File: config.mk
export PLATFORM = sky130hd
export DESIGN_NAME = m_ifetch_queue
export DESIGN_NICKNAME = d
export VERILOG_FILES = /design/src/rtl/m_ifetch_queue.sv
export SDC_FILE = /design/constraint.sdc
export NUM_CORES = 1
export LEC_CHECK = 0
export ABC_AREA = 1
export CAP_MARGIN = 20
export CORE_MARGIN = 10
export CORE_UTILIZATION = 60
export CTS_CLUSTER_SIZE = 20
export DETAILED_ROUTE_END_ITERATION = 8
export HOLD_SLACK_MARGIN = 0.03
export PLACE_DENSITY = 0.85
export SLEW_MARGIN = 20
export SYNTH_ARGS = -nofsm -noshare
export SYNTH_HDL_FRONTEND = slang
export SYNTH_SLANG_ARGS = --single-unit
File: constraint.sdc
create_clock -name w_clk -period 6.8 [get_ports w_clk]
set_input_delay 1.02 -clock w_clk [delete_from_list [all_inputs] [get_ports w_clk]]
set_output_delay 1.02 -clock w_clk [all_outputs]
set_load 0.02 [all_outputs]
File: src/rtl/m_ifetch_queue.sv
// m_ifetch_queue: instruction fetch queue between the synchronous-read
// instruction memory and the ID stage.
//
// The block owns the fetch PC and issues one word read per cycle while
// credit allows, so that queued entries plus the read in flight never exceed
// DEPTH. Returned words are buffered with their byte PC and handed to ID
// under a valid/ready handshake. A redirect from ID flushes the queue, kills
// the in-flight read and restarts fetch at the target. Halt stops new fetches
// while the queue keeps draining.
//
// Optional feature macro: IFQ_BYPASS_EN. When it is defined, a response that
// arrives while the queue is empty is presented to ID in the same cycle. If
// ID takes it, it is never written to the queue. When the macro is not
// defined, ID always sees the queue registers.
//
// Ports:
//   w_clk, w_rst_n    clock, asynchronous active-low reset
//   w_imem_re         read request this cycle
//   w_imem_addr       word address, fetch PC[ADDR_W+1:2]
//   w_imem_dout       read data, valid the cycle after the request
//   w_id_valid        head entry valid
//   w_id_ir           head instruction (NOP 32'h20 when invalid)
//   w_id_pc/w_id_pc4  head byte PC and PC+4
//   w_id_ready        ID accepts the head this cycle
//   w_redirect        taken branch: flush and refetch at w_redirect_pc
//   w_halt            stop issuing new fetches
module m_ifetch_queue #(
    parameter int unsigned DEPTH    = 4,
    parameter int unsigned ADDR_W   = 11,
    parameter logic [31:0] RESET_PC = 32'h0
) (
    input  logic              w_clk,
    input  logic              w_rst_n,
    output logic              w_imem_re,
    output logic [ADDR_W-1:0] w_imem_addr,
    input  logic [31:0]       w_imem_dout,
    output logic              w_id_valid,
    output logic [31:0]       w_id_ir,
    output logic [31:0]       w_id_pc,
    output logic [31:0]       w_id_pc4,
    input  logic              w_id_ready,
    input  logic              w_redirect,
    input  logic [31:0]       w_redirect_pc,
    input  logic              w_halt
);

    localparam int unsigned PTR_W = (DEPTH > 1) ? $clog2(DEPTH) : 1;
    localparam int unsigned CNT_W = PTR_W + 1;
    localparam logic [31:0] NOP   = 32'h0000_0020;

    typedef enum logic [1:0] {S_IDLE, S_RUN, S_HALT} state_t;

    state_t             state;
    state_t             state_nx;
    logic [31:0]        fetch_pc;
    logic [31:0]        inflight_pc;
    logic               inflight;
    logic [PTR_W-1:0]   rd_ptr;
    logic [PTR_W-1:0]   wr_ptr;
    logic [CNT_W-1:0]   count;
    logic [31:0]        q_ir [DEPTH];
    logic [31:0]        q_pc [DEPTH];
    logic               issue;
    logic               q_empty;
    logic               bypass_hit;
    logic               push;
    logic               pop_q;

    // State register
    always_ff @(posedge w_clk or negedge w_rst_n) begin
        if (!w_rst_n) begin
            state <= S_IDLE;
        end else begin
            state <= state_nx;
        end
    end

    // Next state: redirect always returns to fetching, halt is sticky
    always_comb begin
        state_nx = state;
        case (state)
            S_IDLE:  state_nx = S_RUN;
            S_RUN:   if (w_halt && !w_redirect) state_nx = S_HALT;
            S_HALT:  if (w_redirect) state_nx = S_RUN;
            default: state_nx = S_IDLE;
        endcase
    end

    // Issue decision. A pop in the same cycle does not give credit back, so
    // there is no combinational path from w_id_ready to the read request.
    always_comb begin
        issue = 1'b0;
        if ((state == S_RUN) && !w_redirect && !w_halt &&
            ((32'(count) + 32'(inflight)) < DEPTH)) begin
            issue = 1'b1;
        end
    end

    assign w_imem_re   = issue;
    assign w_imem_addr = fetch_pc[ADDR_W+1:2];
    assign q_empty     = (count == '0);

`ifdef IFQ_BYPASS_EN
    assign bypass_hit = q_empty && inflight;
`else
    assign bypass_hit = 1'b0;
`endif

    assign pop_q = !q_empty && w_id_ready;
    // A bypassed word that ID consumes is never stored.
    assign push  = inflight && !w_redirect && !(bypass_hit && w_id_ready);

    // Head presentation to ID
    always_comb begin
        w_id_valid = 1'b0;
        w_id_ir    = NOP;
        w_id_pc    = 32'h0;
        if (!q_empty) begin
            w_id_valid = 1'b1;
            w_id_ir    = q_ir[rd_ptr];
            w_id_pc    = q_pc[rd_ptr];
        end else if (bypass_hit) begin
            w_id_valid = 1'b1;
            w_id_ir    = w_imem_dout;
            w_id_pc    = inflight_pc;
        end
    end

    assign w_id_pc4 = w_id_pc + 32'd4;

    // Fetch PC, in-flight tracking and queue bookkeeping
    always_ff @(posedge w_clk or negedge w_rst_n) begin
        if (!w_rst_n) begin
            fetch_pc    <= RESET_PC;
            inflight_pc <= 32'h0;
            inflight    <= 1'b0;
            rd_ptr      <= '0;
            wr_ptr      <= '0;
            count       <= '0;
        end else if (w_redirect) begin
            fetch_pc <= w_redirect_pc & ~32'h3;
            inflight <= 1'b0;
            rd_ptr   <= '0;
            wr_ptr   <= '0;
            count    <= '0;
        end else begin
            inflight <= issue;
            if (issue) begin
                fetch_pc    <= fetch_pc + 32'd4;
                inflight_pc <= fetch_pc;
            end
            if (push) begin
                wr_ptr <= wr_ptr + PTR_W'(1);
            end
            if (pop_q) begin
                rd_ptr <= rd_ptr + PTR_W'(1);
            end
            count <= count + CNT_W'(push) - CNT_W'(pop_q);
        end
    end

    // Queue storage; occupancy is tracked by count, so no reset is needed
    always_ff @(posedge w_clk) begin
        if (push) begin
            q_ir[wr_ptr] <= w_imem_dout;
            q_pc[wr_ptr] <= inflight_pc;
        end
    end

endmodule

==> out/metrics.yaml, run 1 <==
run_status:
  outcome: "complete, no violations"
clock_network:
  h-tree-depth: 1
  cts.hold.buffers_added: 0
  clk_pin_slew_ns: 0.06
  numCtsBuffers: 31
  root_buffer: "clkbuf_16"
  clockBufferDepth: 3
  clock_latency_ns: 0.57
  cts_sinks: 318
  post_cts_buffers: 0
  cts_resized: 0
  cts_tree: "built"
sta:
  setup_slack_ns: 1.51
  hold_violations: 0
  clock.fmax_mhz: 189
  slew_headroom_pct: 37.3
  setup_viol: 0
  tightest_slew_ns: 0.939
  drv_slew: 0
  tns_ns: 0
  rsz0062_at_grt: "no"
  period_share_pct: 77.8
  post-route-min-period_ns: 5.29
  clock-skew-final_ns: 0.0208
placement:
  gp_congestion: 0.896
  port_buffers: 171
  pre_cts_ws_ns: 2.20
  place_hpwl_um: 24500
route:
  routed_wl_um: 37300
  antenna_left: 0
  first_iter_violations: 1106
  vias: 11400
  vias_per_cell: 5.59
  drc: 0
  drtPass1Iterations: 6
  wl_per_cell_um: 18.3
layout:
  area_growth_syn_to_layout_pct: 18.6
  num-nets-final: 1770
  n_fill_cell: 1694
  drive_gt1_share_pct: 7.93
  num_antenna_cells: 0
logic_synthesis:
  synth_most_common_cell: "nand2_1"
  syn_inst: 1551
  ys_seq_area_share_pct: 61.2
  synth_top_area_share_pct: 49.6
  synth.yosys.warnings: 0
  ys_ff_latch: 318
  synth_area_per_cell_um2: 9.69
  synth_area_leaders: "edfxtp_1, dfrtp_1, nand2_1"
  yosys.area.top_type: "edfxtp_1"
  yosys-top-cells-count: "nand2_1, edfxtp_1, nor2_1, inv_1, o21ai_0"
  synth_edf_count: 248
  synth_ff_type: "edfxtp_1"
  async_flop_share_pct: 22.0
  syn_area_um2: 15000
  synth_cell_types: 41
power_and_ir_drop:
  vdd_drop_max_v: 0.000394
  power.density_nw_per_um2: 379
  power_leakage_nw: 7.01
floorplanning:
  core_region_area_um2: 24500
  die_x_um: 178
  rows: 57
  dieArea_um2: 31800
  start_util_pct: 61.4
  die_y_um: 178
  io_pins: 178
setup_path:
  crit_fanout: 122
  worstSetupEndpointType: "primary output"
  arrival_ns: 4.27
  start_kind: "flip-flop"
  criticalPathCategory: "reg2out"
  required_ns: 5.78
global_route:
  grt_pass1_vias: 11200
  grt.total_usage_pct: 22.9
  grt_pass1_wl_um: 58500
  grt-ovfl-total: 0
  antenna_found_initial: 0
  grt_start_max_net_pins: 123
min_path:
  hold_class: "reg2reg"
flow_run:
  maxCapViolCount: 0
[placed cells by master (no fill, tap or decap), types with 42 or more instances in the layout]
cell type,n
o21ai_0,110
a21oi_1,42
nor2_1,216
edfxtp_1,248
inv_1,116
dfrtp_1,68
nand3_1,95
nand2_1,409
clkdlybuf4s50_1,170
[kinds of logic after synthesis]
logic type	synth area share [%]
other	0.0250
adders and majority gates	0.883
buffers and inverters	6.56
DFF	61.2
xor gates and xnor gates	1.81
AOI/OAI and AO/OA	6.42
and+or+nand+nor	23.1
[registers in the layout (all words and copies together) (netlist names)]
register	flops
state	2
inflight_pc	30
inflight	1
rd_ptr	2
count	3
q_pc	120
q_ir	128
wr_ptr	2
fetch_pc	30
[final timing paths]
check / cells after the start / from / slack (ns) / to
setup / recovery: 12 / rd_ptr[0] / 1.51 / w_id_pc4[20]
hold / removal: 1 / state[0] / 0.47 / state[1]
setup reg to reg: 8 / count[1] / 4.20 / fetch_pc[22]
hold reg to reg: 1 / state[0] / 0.47 / state[1]
max in group asynchronous: 2 / w_rst_n / 5.50 / rd_ptr[0]
min in group asynchronous: 2 / w_rst_n / 0.64 / fetch_pc[6]
[critical path: stages, from the launching register on]
cell and delay (ns):
dfrtp_4 0.96, inv_8 0.41, nand2_1 0.18, nand3_1 0.10
a21oi_1 0.25, ha_1 0.35, nand3_4 0.19, nor2_4 0.19
nand2_1 0.13, nor2_1 0.10, nand2_1 0.05, nand2_1 0.07
clkdlybuf4s50_1 0.60
[per-layer routing]
layer  routed length (um)  track usage [%]
met5                    0                0
met4                  646             6.23
met3                 2980             3.68
met2                18200             38.8
met1                15400             30.2
[metrics by stage]
stage          util [%]  instance area, um^2  power, mW  hold WS (ns)  cells
3_3_place_gp       68.6                16800       5.03         0.451   1981
6_report           72.8                17800       6.74         0.473   2040
3_5_place_dp       68.6                16800       5.10         0.467   1981
4_1_cts            72.7                17800       6.76         0.479   2039
2_1_floorplan         -                15000       4.10         0.435   1554
5_1_grt            72.8                17800       7.07         0.514   2040
[power by group]
part / internal (mW) / switching (mW) / leakage (nW) / total (mW)
sequential: 2.36 / 0.249 / 3.11 / 2.61
combinational: 0.913 / 1.56 / 3.40 / 2.47
clock: 0.948 / 0.718 / 0.493 / 1.67
[cell type report]
cell class                      instances  area, um^2  share of cell area [%]
Sequential cell                       318        9200                    51.7
Multi-Input combinational cell       1029        4880                    27.4
Timing Repair Buffer                  186        1840                    10.3
Clock buffer                           38         832                    4.67
Inverter                              125         479                    2.69
Tap cell                              324         405                    2.28
Clock inverter                         20         169                   0.948
(Power assumes the default switching activity.)
==> run 2, diff against run 1 <==
--- a/config.mk
+++ b/config.mk
@@ -8,11 +8,11 @@
 export ABC_AREA = 1
 export CAP_MARGIN = 20
 export CORE_MARGIN = 10
-export CORE_UTILIZATION = 60
+export CORE_UTILIZATION = 51
 export CTS_CLUSTER_SIZE = 20
 export DETAILED_ROUTE_END_ITERATION = 8
 export HOLD_SLACK_MARGIN = 0.03
-export PLACE_DENSITY = 0.85
+export PLACE_DENSITY = 0.77
 export SLEW_MARGIN = 20
 export SYNTH_ARGS = -nofsm -noshare
 export SYNTH_HDL_FRONTEND = slang
==> constraint.sdc (replaced) <==
create_clock -name w_clk -period 4.3 [get_ports w_clk]
set_input_delay 0.645 -clock w_clk [delete_from_list [all_inputs] [get_ports w_clk]]
set_output_delay 0.645 -clock w_clk [all_outputs]
set_load 0.02 [all_outputs]
==> run 2 against run 1 <==
Against the previous run: non-clock buffer count is 12 higher; critical path depth is 1 lower; power is 56% higher; combinational power rose by 64%; flip-flop and latch count unchanged; count of clock-buffer cells in the layout rose by 2; core utilization down 11 points; wire length up 0.21%; critical endpoint is now w_id_pc4[17]; clock power increased by 46%; die area is 16% higher; register-to-register slack got worse by 2.6 ns.
==> out/metrics.yaml, run 2 (same netlist as run 1, synthesis figures left out) <==
global_route:
  grt-ovfl-total: 0
  antenna_found_initial: 0
  grt.total_usage_pct: 19.7
  grt_pass1_vias: 10900
  grt_pass1_wl_um: 57900
  grt_start_max_net_pins: 69
route:
  drtPass1Iterations: 5
  first_iter_violations: 997
  drc: 0
  vias_per_cell: 5.27
  antenna_left: 0
  vias: 11100
  routed_wl_um: 37400
  wl_per_cell_um: 17.7
sta:
  post-route-min-period_ns: 4.06
  tns_ns: 0
  drv_slew: 0
  tightest_slew_ns: 0.792
  hold_violations: 0
  setup_viol: 0
  clock.fmax_mhz: 247
  rsz0062_at_grt: "no"
  clock-skew-final_ns: 0.0128
  period_share_pct: 94.3
  slew_headroom_pct: 47.1
power_and_ir_drop:
  power_leakage_nw: 7.06
  power.density_nw_per_um2: 588
  vdd_drop_max_v: 0.000402
floorplanning:
  die_x_um: 192
  start_util_pct: 52.1
  core_region_area_um2: 28900
  io_pins: 178
  die_y_um: 192
  rows: 62
  dieArea_um2: 36700
placement:
  dpl_cell_area_um2: 17000
  gp_congestion: 0.902
  place_hpwl_um: 25100
  port_buffers: 171
setup_path:
  crit_fanout: 30
  arrival_ns: 3.41
  startpoint: "rd_ptr[1]"
  r2r-start: "count[1]"
  worstSetupEndpointType: "primary output"
  start_kind: "flip-flop"
  required_ns: 3.65
  criticalPathCategory: "reg2out"
layout:
  drive_gt1_share_pct: 7.95
  largest_reg_flops: 128
  n_fill_cell: 2361
  area_growth_syn_to_layout_pct: 19.4
  final_common_cell: "nand2_1"
  num-nets-final: 1782
  reg_top3: "q_ir: 128 flops, q_pc: 120 flops"
  max_flop_register: "q_ir"
  num_antenna_cells: 0
  stdcell_area_um2: 17900
  final_cell_mix: "nand2_1, edfxtp_1, nor2_1"
clock_network:
  h-tree-depth: 1
  clock_latency_ns: 0.55
  numCtsBuffers: 31
  root_buffer: "clkbuf_16"
  cts_tree: "built"
  cts.hold.buffers_added: 0
  clockBufferDepth: 3
  clk_pin_slew_ns: 0.06
  cts_sinks: 318
run_status:
  outcome: "complete, no violations"
min_path:
  hold_class: "in2async"
flow_run:
  maxCapViolCount: 0
## run 2: layout make-up
class                      instances  area [um^2]  area share (%)
clock buffer                      40          810            4.51
clock inverter                    13         86.3           0.481
inverter                         125          484            2.70
multi-input combinational       1029         4880            27.2
sequential                       318         9200            51.3
tap                              384          480            2.68
timing repair buffer             198         1990            11.1
## run 2: power by group
part           switching (mW)  internal [mW]  total (mW)
sequential              0.337           3.73        4.07
clock                    1.06           1.37        2.43
combinational            2.55           1.50        4.05
## run 2: stage by stage
stage,hold slack [ns],power [mW],setup WS (ns),util (%),instances
after detailed placement,0.457,8.15,0.535,58.8,2052
final,0.0847,10.5,0.244,62.2,2107
after floorplan,0.349,6.48,0.212,-,1554
after global routing,0.131,11.1,0.00877,62.2,2107
after global placement,0.441,8.05,0.594,58.8,2052
after CTS,0.294,10.6,-0.00821,61.9,2105
## run 2: timing repair
| item | 4_1_cts | 5_1_grt |
|---|---|---|
| buffers inserted | 0 | 1 |
| gates cloned | 0 | 1 |
| resized for setup | 2 | 8 |
| endpoints found under the setup margin | 8 | 18 |
## run 2: routing by layer
layer	part of all wire (%)	track usage (%)	up-vias
li1	-	-	5422
met1	43	26.2	5259
met2	48	33.2	374
met3	6.7	3.37	43
met4	1.9	4.75	0
met5	0	0	-
## run 2: critical path: stages, from the launching register on
cell and delay [ns]:
dfrtp_2 0.43, inv_2 0.33, buf_16 0.25, nand3_1 0.12, nand2_2 0.15, nand2_1 0.08
nor2_1 0.23, nand2_1 0.13, nor2_2 0.24, nand2_1 0.10, xor2_1 0.15, clkdlybuf4s50_1 0.63
## run 2: path summary, 6_finish.rpt
kind	to	depth (start not counted)	slack, ns
min reg2reg	state[1]	1	0.47
max	w_id_pc4[17]	11	0.24
min	fetch_pc[7]	1	0.08
min in group w_clk	state[1]	1	0.47
max in group asynchronous	wr_ptr[0]	2	3.41
max reg2reg	count[2]	12	1.65
==> run 3, diff against run 2 <==
--- a/config.mk
+++ b/config.mk
@@ -5,14 +5,13 @@
 export SDC_FILE = /design/constraint.sdc
 export NUM_CORES = 1
 export LEC_CHECK = 0
-export ABC_AREA = 1
 export CAP_MARGIN = 20
 export CORE_MARGIN = 10
-export CORE_UTILIZATION = 51
+export CORE_UTILIZATION = 50
 export CTS_CLUSTER_SIZE = 20
 export DETAILED_ROUTE_END_ITERATION = 8
 export HOLD_SLACK_MARGIN = 0.03
-export PLACE_DENSITY = 0.77
+export PLACE_DENSITY = 0.76
 export SLEW_MARGIN = 20
 export SYNTH_ARGS = -nofsm -noshare
 export SYNTH_HDL_FRONTEND = slang
==> run 3 against run 2 <==
Against the previous run: non-clock buffer count is 6 lower; setup slack worse by 0.096 ns; fmax is 2.3% lower; combinational power is 8.1% lower; power is 1.9% lower; global-route usage is 2.5 points lower; via count is 26% lower; clock skew is 0.018 ns higher; count of clock-buffer cells in the layout is 1 higher; sequential power hardly changed; critical endpoint is now w_id_pc4[29]; largest power group unchanged.
==> out/metrics.yaml, run 3 <==
floorplanning:
  die_x_um: 186
  die_y_um: 186
  dieArea_um2: 34500
  start_util_pct: 50.8
  io_pins: 178
  rows: 60
  core_region_area_um2: 27000
clock_network:
  cts_sinks: 318
  h-tree-depth: 1
  clk_pin_slew_ns: 0.06
  root_buffer: "clkbuf_16"
  clockBufferDepth: 3
  cts_tree: "built"
  numCtsBuffers: 31
  cts.hold.buffers_added: 0
  clock_latency_ns: 0.56
run_status:
  outcome: "complete, no violations"
logic_synthesis:
  ys_ff_latch: 318
  ys_seq_area_share_pct: 67.0
  synth_most_common_cell: "edfxtp_1"
  synth.yosys.warnings: 0
  syn_area_um2: 13700
  synth_ff_type: "edfxtp_1"
  synth_area_leaders: "edfxtp_1, dfrtp_1, mux4_2"
  yosys.area.top_type: "edfxtp_1"
  yosys-top-cells-count: "edfxtp_1, nand2_1, and2_1, dfrtp_1, mux4_2"
  synth_cell_types: 56
  synth_edf_count: 248
  syn_inst: 917
  synth_top_area_share_pct: 54.2
  async_flop_share_pct: 22.0
  synth_area_per_cell_um2: 15.0
global_route:
  grt-ovfl-total: 0
  antenna_found_initial: 0
  grt.total_usage_pct: 17.3
  grt_start_max_net_pins: 63
  grt_pass1_vias: 8440
  grt_pass1_wl_um: 46700
sta:
  post-route-min-period_ns: 4.15
  clock.fmax_mhz: 241
  setup_slack_ns: 0.148
  drv_slew: 0
  clock-skew-final_ns: 0.0309
  slew_headroom_pct: 26.8
  period_share_pct: 96.6
  tightest_slew_ns: 1.09
  tns_ns: 0
  hold_violations: 0
  setup_viol: 0
  rsz0062_at_grt: "no"
setup_path:
  start_kind: "flip-flop"
  criticalPathCategory: "reg2out"
  r2r-end: "fetch_pc[7]"
  required_ns: 3.65
  crit_fanout: 30
  worstSetupEndpointType: "primary output"
  r2r-start: "count[1]"
  r2r_setup_slack_ns: 1.07
  arrival_ns: 3.51
  rr_worst_depth: 9
layout:
  area_growth_syn_to_layout_pct: 22.2
  num-nets-final: 1164
  layoutNonFillerInstCount: 1451
  n_fill_cell: 2026
  drive_gt1_share_pct: 13.2
  final_util_pct: 62.1
  num_antenna_cells: 0
  stdcell_area_um2: 16800
  max_flop_register: "q_ir"
  final_common_cell: "edfxtp_1"
  final_cell_mix: "edfxtp_1, clkdlybuf4s50_1, nand2_1"
  largest_reg_flops: 128
  reg_top3: "q_ir: 128 flops, q_pc: 120 flops"
route:
  drc: 0
  routed_wl_um: 30100
  antenna_left: 0
  vias_per_cell: 5.63
  wl_per_cell_um: 20.7
  drtPass1Iterations: 5
  first_iter_violations: 589
  vias: 8163
placement:
  place_hpwl_um: 20000
  dpl_cell_area_um2: 15700
  placed_cells: 1390
  gp_congestion: 0.784
  pre_cts_ws_ns: 0.309
  port_buffers: 171
min_path:
  hold_class: "in2async"
power_and_ir_drop:
  power_leakage_nw: 6.17
  power.density_nw_per_um2: 617
  vdd_drop_max_v: 0.000321
flow_run:
  maxCapViolCount: 0
## run 3: cell types whose count changed after synthesis, moves of 16 or more
cell / change
nor2_1: -192
mux4_2: +61
nand2_1: -262
xnor2_1: +25
a21oi_1: -32
nand3_1: -66
o21ai_0: -95
nor2_2: -16
xor2_1: -20
inv_1: -96
and2_1: +71
## run 3: area by class of cell
cell class / instances / area [um^2] / area share (%)
Tap cell: 341 / 427 / 2.54
Clock buffer: 41 / 823 / 4.91
Clock inverter: 17 / 139 / 0.828
Inverter: 22 / 85.1 / 0.507
Multi-Input combinational cell: 520 / 4130 / 24.6
Sequential cell: 318 / 9210 / 54.9
Timing Repair Buffer: 192 / 1970 / 11.7
## run 3: routing by layer
layer,global-route usage (%),routed length (um),share of wire [%],up-vias
met5,0,0,0,-
met4,4.80,555,1.8,0
met3,3.22,2110,7.0,47
met2,27.8,14300,48,277
met1,23.6,13100,44,4094
li1,-,-,-,3745
## run 3: metrics by stage
step / hold WS, ns / power [mW]
global route: 0.218 / 10.8
detailed placement: 0.505 / 7.90
CTS: 0.176 / 10.5
finish: 0.161 / 10.4
floorplan: 0.349 / 6.24
global placement: 0.483 / 7.82
## run 3: worst max path at each step
| stage | to | start | cells after the start | slack (ns) |
|---|---|---|---|---|
| after detailed placement | w_id_pc4[16] | rd_ptr[0] | 10 | 0.31 |
| after global routing | w_id_pc4[29] | rd_ptr[0] | 9 | 0.0009 |
| after CTS | w_id_pc4[28] | rd_ptr[1] | 8 | 0.01 |
| after global placement | w_id_pc4[16] | rd_ptr[0] | 10 | 0.34 |
| final | w_id_pc4[29] | rd_ptr[0] | 9 | 0.15 |
| after floorplan | w_id_pc4[22] | count[1] | 13 | 0.45 |
## run 3: critical path: stages (launching register included)
cell and delay (ns):
dfrtp_4 0.59, buf_12 0.22, mux4_2 0.35, and2_1 0.23, nand4_2 0.24, nor4b_4 0.26, buf_4 0.18, nand3_1 0.09
xnor2_1 0.15, clkdlybuf4s50_1 0.62
## run 3: what timing repair did
action | CTS | global route
setup endpoints to repair | 12 | 17
gates cloned | 0 | 0
gates resized for setup | 3 | 19
setup buffers | 3 | 0
pin swaps | 3 | 0
## run 3: cell families after synthesis
kind of cell             share of synthesized area, %
AND/OR/NAND/NOR                                  12.2
buffers and inverters                            3.19
XOR/XNOR                                         2.30
other                                          0.0273
flip-flops                                       67.0
AO/OA/AOI/OAI                                    3.55
multiplexers                                     10.8
adder cells (fa/ha/maj)                         0.966
## run 3: report_power, final
| part | internal [mW] | switching, mW | total, mW |
|---|---|---|---|
| sequential | 3.73 | 0.341 | 4.08 |
| combinational | 1.73 | 1.99 | 3.72 |
| clock | 1.46 | 1.09 | 2.55 |
| total | 6.93 | 3.42 | 10.4 |
